File: config.mk
export PLATFORM = sky130hd
export DESIGN_NAME = display_dec
export DESIGN_NICKNAME = d
export VERILOG_FILES = /design/src/rtl/display_pkg.sv /design/src/rtl/seg7_lut.sv /design/src/rtl/display_dec.sv
export SDC_FILE = /design/constraint.sdc
export NUM_CORES = 1
export LEC_CHECK = 0
export ABC_CLOCK_PERIOD_IN_PS = 800
export CORE_AREA = 2 2 39 41
export DETAILED_ROUTE_END_ITERATION = 16
export DIE_AREA = 0 0 41 43
export PLACE_DENSITY = 0.71
export SYNTH_ARGS = -nofsm -noshare
export SYNTH_HDL_FRONTEND = slang
export SYNTH_SLANG_ARGS = --single-unit
File: constraint.sdc
create_clock -name clk -period 0.8 [get_ports clk]
set_clock_uncertainty 0.2 [all_clocks]
set_input_delay 0.08 -clock clk [delete_from_list [all_inputs] [get_ports clk]]
set_output_delay 0.08 -clock clk [all_outputs]
set_load 0.1 [all_outputs]
File: src/rtl/display_pkg.sv
// Shared glyph codes and segment bit positions for the front-panel display decoder.
// DISPLAY_DEC_ACTIVE_LOW_EN selects common-anode polarity for the off value.
package display_pkg;

  localparam int WORD_W = 8;

  localparam int SEG_A  = 0;
  localparam int SEG_B  = 1;
  localparam int SEG_C  = 2;
  localparam int SEG_D  = 3;
  localparam int SEG_E  = 4;
  localparam int SEG_F  = 5;
  localparam int SEG_G  = 6;
  localparam int SEG_DP = 7;

  // Glyphs are stored active-high as gfedcba; polarity is applied at the output register
  localparam logic [6:0] SEG_0   = 7'h3F;
  localparam logic [6:0] SEG_1   = 7'h06;
  localparam logic [6:0] SEG_2   = 7'h5B;
  localparam logic [6:0] SEG_3   = 7'h4F;
  localparam logic [6:0] SEG_4   = 7'h66;
  localparam logic [6:0] SEG_5   = 7'h6D;
  localparam logic [6:0] SEG_6   = 7'h7D;
  localparam logic [6:0] SEG_7   = 7'h07;
  localparam logic [6:0] SEG_8   = 7'h7F;
  localparam logic [6:0] SEG_9   = 7'h6F;
  localparam logic [6:0] SEG_A_U = 7'h77;
  localparam logic [6:0] SEG_B_L = 7'h7C;
  localparam logic [6:0] SEG_C_U = 7'h39;
  localparam logic [6:0] SEG_D_L = 7'h5E;
  localparam logic [6:0] SEG_E_U = 7'h79;
  localparam logic [6:0] SEG_F_U = 7'h71;

`ifdef DISPLAY_DEC_ACTIVE_LOW_EN
  localparam logic [WORD_W-1:0] SEG_OFF = 8'hFF;
`else
  localparam logic [WORD_W-1:0] SEG_OFF = 8'h00;
`endif

endpackage

File: src/rtl/seg7_lut.sv
// Combinational hex nibble to active-high 7-segment glyph lookup (gfedcba).
module seg7_lut
  import display_pkg::*;
(
  input  logic [3:0] digit,
  output logic [6:0] glyph
);

  // All sixteen codes are listed; the leading default only keeps unknown inputs from propagating X
  always_comb begin
    glyph = 7'h00;
    case (digit)
      4'h0: glyph = SEG_0;
      4'h1: glyph = SEG_1;
      4'h2: glyph = SEG_2;
      4'h3: glyph = SEG_3;
      4'h4: glyph = SEG_4;
      4'h5: glyph = SEG_5;
      4'h6: glyph = SEG_6;
      4'h7: glyph = SEG_7;
      4'h8: glyph = SEG_8;
      4'h9: glyph = SEG_9;
      4'hA: glyph = SEG_A_U;
      4'hB: glyph = SEG_B_L;
      4'hC: glyph = SEG_C_U;
      4'hD: glyph = SEG_D_L;
      4'hE: glyph = SEG_E_U;
      4'hF: glyph = SEG_F_U;
      default: glyph = 7'h00;
    endcase
  end

endmodule

File: src/rtl/display_dec.sv
// Registered hex to 7-segment decoder driving the oven front-panel digit pins.
// Define DISPLAY_DEC_ACTIVE_LOW_EN for common-anode panels (inverted word, off = 8'hFF).
module display_dec
  import display_pkg::*;
(
  input  logic              clk,
  input  logic              rst,
  input  logic [3:0]        digit,
  output logic [WORD_W-1:0] word
);

  logic [6:0]        glyph;
  logic [WORD_W-1:0] word_active;
  logic [WORD_W-1:0] word_next;

  seg7_lut u_lut (
    .digit (digit),
    .glyph (glyph)
  );

  // The decimal point is reserved, so it is always driven to its inactive level
  always_comb begin
    word_active                = '0;
    word_active[SEG_G:SEG_A]   = glyph;
    word_active[SEG_DP]        = 1'b0;
`ifdef DISPLAY_DEC_ACTIVE_LOW_EN
    word_next = ~word_active;
`else
    word_next = word_active;
`endif
  end

  always_ff @(posedge clk or posedge rst) begin
    if (rst) begin
      word <= SEG_OFF;
    end else begin
      word <= word_next;
    end
  end

endmodule

==> reports/qor.yml <==
status: "finished with violations"
violations: "negative hold slack, negative setup slack"
final_nets: 88
switchingPower_mw: 0.567
initial_utilization: 0.342
yosys_warnings: 0
final_cell_mix: "10 x buf_4, 8 x buf_12, 7 x buf_6, 7 x dfrtp_4, 6 x ha_4"
pre_cts_ws_ns: -0.962
syn_to_final_growth_pct: 123
largest_register: "word"
dpl_cell_area_um2: 871
cpPeakStageDelay_ns: 0.48
drive_above_1_share: 0.838
ioPinCount: 14
cts_root_buf: "clkbuf_4"
drv_slew: 0
startpoint_type: "register"
grt_start_max_net_pins: 9
cts_tree: "yes"
drt-initial-drc-count: 5
num_rows: 14
synth_fp_nets: 56
synth_edf_count: 0
largest_reg_flops: 7
setup_ws_ns: -0.390
synth_ff_type: "dfrtp_1"
layout.cells.non_filler: 90
finalSetupViolations: 14
yosysTopAreaCell: "dfrtp_1"
layout_commonest_cell: "buf_4"
holdWs_ns: -0.152
cp-end-kind: "primary output"
hold_viol: 7
drcViolationCount: 0
diodes: 0
path_depth: 1
dpl.hpwl_um: 812
critPathTopFamily: "flip-flops"
fillerInstances: 77
path_class: "register to primary output"
routed_wl_um: 1300
maxCapViolCount: 0
rsz0062_at_grt: "yes"
cp.arrival_ns: 0.91
avgSynthCellArea_um2: 11.0
holdCritPathClass: "input port to async pin"
die_x_um: 41
htree_levels: 1
worst-path-max-fanout: 1
wl_per_cell_um: 14.4
p_comb_frac: 0.492
synth_top_area_frac: 0.370
synthTopCellsByArea: "dfrtp_1 37%, ha_1 19%, mux2_2 7.1%"
ir_drop_mv: 0.651
die_y_um: 43
routed_via_density: 4.87
clk_pin_slew_worst_paths_ns: 0.05
crit_start: "word[2]"
yosysUniqueCellTypes: 19
period_share: 1.49
cts_sinks: 7
core-area_um2: 1380
endpoint: "word[2]"
numCtsBuffers: 3
clockPowerShare: 0.218
antenna_found_initial: 0
ys_seq_area_frac: 0.370
pwr-share-seq: 0.290
p_per_area_nw_per_um2: 1400
placed_cells: 81
gp_congestion: 0.851
dr_total_vias: 438
clockBufferDepth: 2
die-area_um2: 1760
syn-cell-area_um2: 473
portBuffers: 12
grt_usage: 0.149
async_flop_share: 1.00
overflow: 0
p_sw_frac: 0.383
finalCriticalPeriod_ns: 1.19
crit_slowest_cell: "dfrtp_4"
required_ns: 0.52
grt_pass1_wl_um: 1700
synth_seq_cells: 7
ant_nets: 0
drtPass1Iterations: 4
fmax_mhz: 841
intPower_mw: 0.914
grt_pass1_vias: 412
syn_inst: 43
crit_chain: "buf_12"
p_leak_nw: 0.452
crit_buf_inv: 1
top_regs: "word: 7 flops"
final_area_um2: 1060
## cells in the mapped netlist (2+ instances only)
cell and count:
dfrtp_1 7, ha_1 7, inv_1 6, mux2_2 3, a22oi_1 2, buf_4 2
mux2i_1 2, nor2_1 2, nor2b_1 2
## timing repair
action | in CTS | in global routing
setup endpoints to repair | 14 | 14
pin swaps | 5 | 8
hold endpoints to repair | 7 | 7
setup buffers | 2 | 5
resized for setup | 34 | 15
## final cells by class
class	instances	area, µm²	area share
multi-input cells	26	389	0.368
clock buffers	4	26.3	0.0249
flip-flops and latches	7	201	0.191
inverters	7	48.8	0.0462
repair buffers	30	370	0.351
well taps	16	20.0	0.0190
## cells by family after synthesis
kind of cell,after synthesis,share of synthesized area
AOI/OAI and AO/OA,6,0.0926
DFF,7,0.370
adders and majority gates,7,0.185
other,1,0.00793
buffers and inverters,10,0.116
muxes,6,0.161
and+or+nand+nor,6,0.0661
## stage by stage
stage	power, mW	hold slack, ns	util	TNS [ns]
3_5_place_dp	1.06	0.120	0.629	-6.61
3_3_place_gp	1.05	0.121	0.629	-6.45
4_1_cts	1.41	-0.137	0.703	-3.45
5_1_grt	1.52	-0.110	0.763	-3.78
2_1_floorplan	0.806	-0.316	-	-1.16
6_report	1.48	-0.152	0.763	-3.53
## worst min-delay path by stage
stage / start / endpoint / cells after the start
floorplan: rst / word[0] / 1
CTS: rst / word[5] / 2
global placement: rst / word[5] / 2
global route: rst / word[0] / 2
detailed placement: rst / word[5] / 2
finish: rst / word[0] / 2
## power groups by stage
stage / Combinational [mW] / Sequential (mW) / Clock [mW]
after floorplan: 0.157 / 0.649 / 0
after global placement: 0.618 / 0.435 / 0
after detailed placement: 0.625 / 0.436 / 0
after CTS: 0.664 / 0.429 / 0.319
after global routing: 0.760 / 0.431 / 0.333
final: 0.729 / 0.429 / 0.323
## layer usage
| metal | GRT usage | routed length, µm | vias up |
|---|---|---|---|
| li1 | - | - | 202 |
| met1 | 0.165 | 483 | 217 |
| met2 | 0.256 | 723 | 15 |
| met3 | 0.0157 | 63 | 4 |
| met4 | 0.0800 | 25 | 0 |
| met5 | 0 | 0 | - |
No activity file was read; power rests on OpenSTA's default activity.
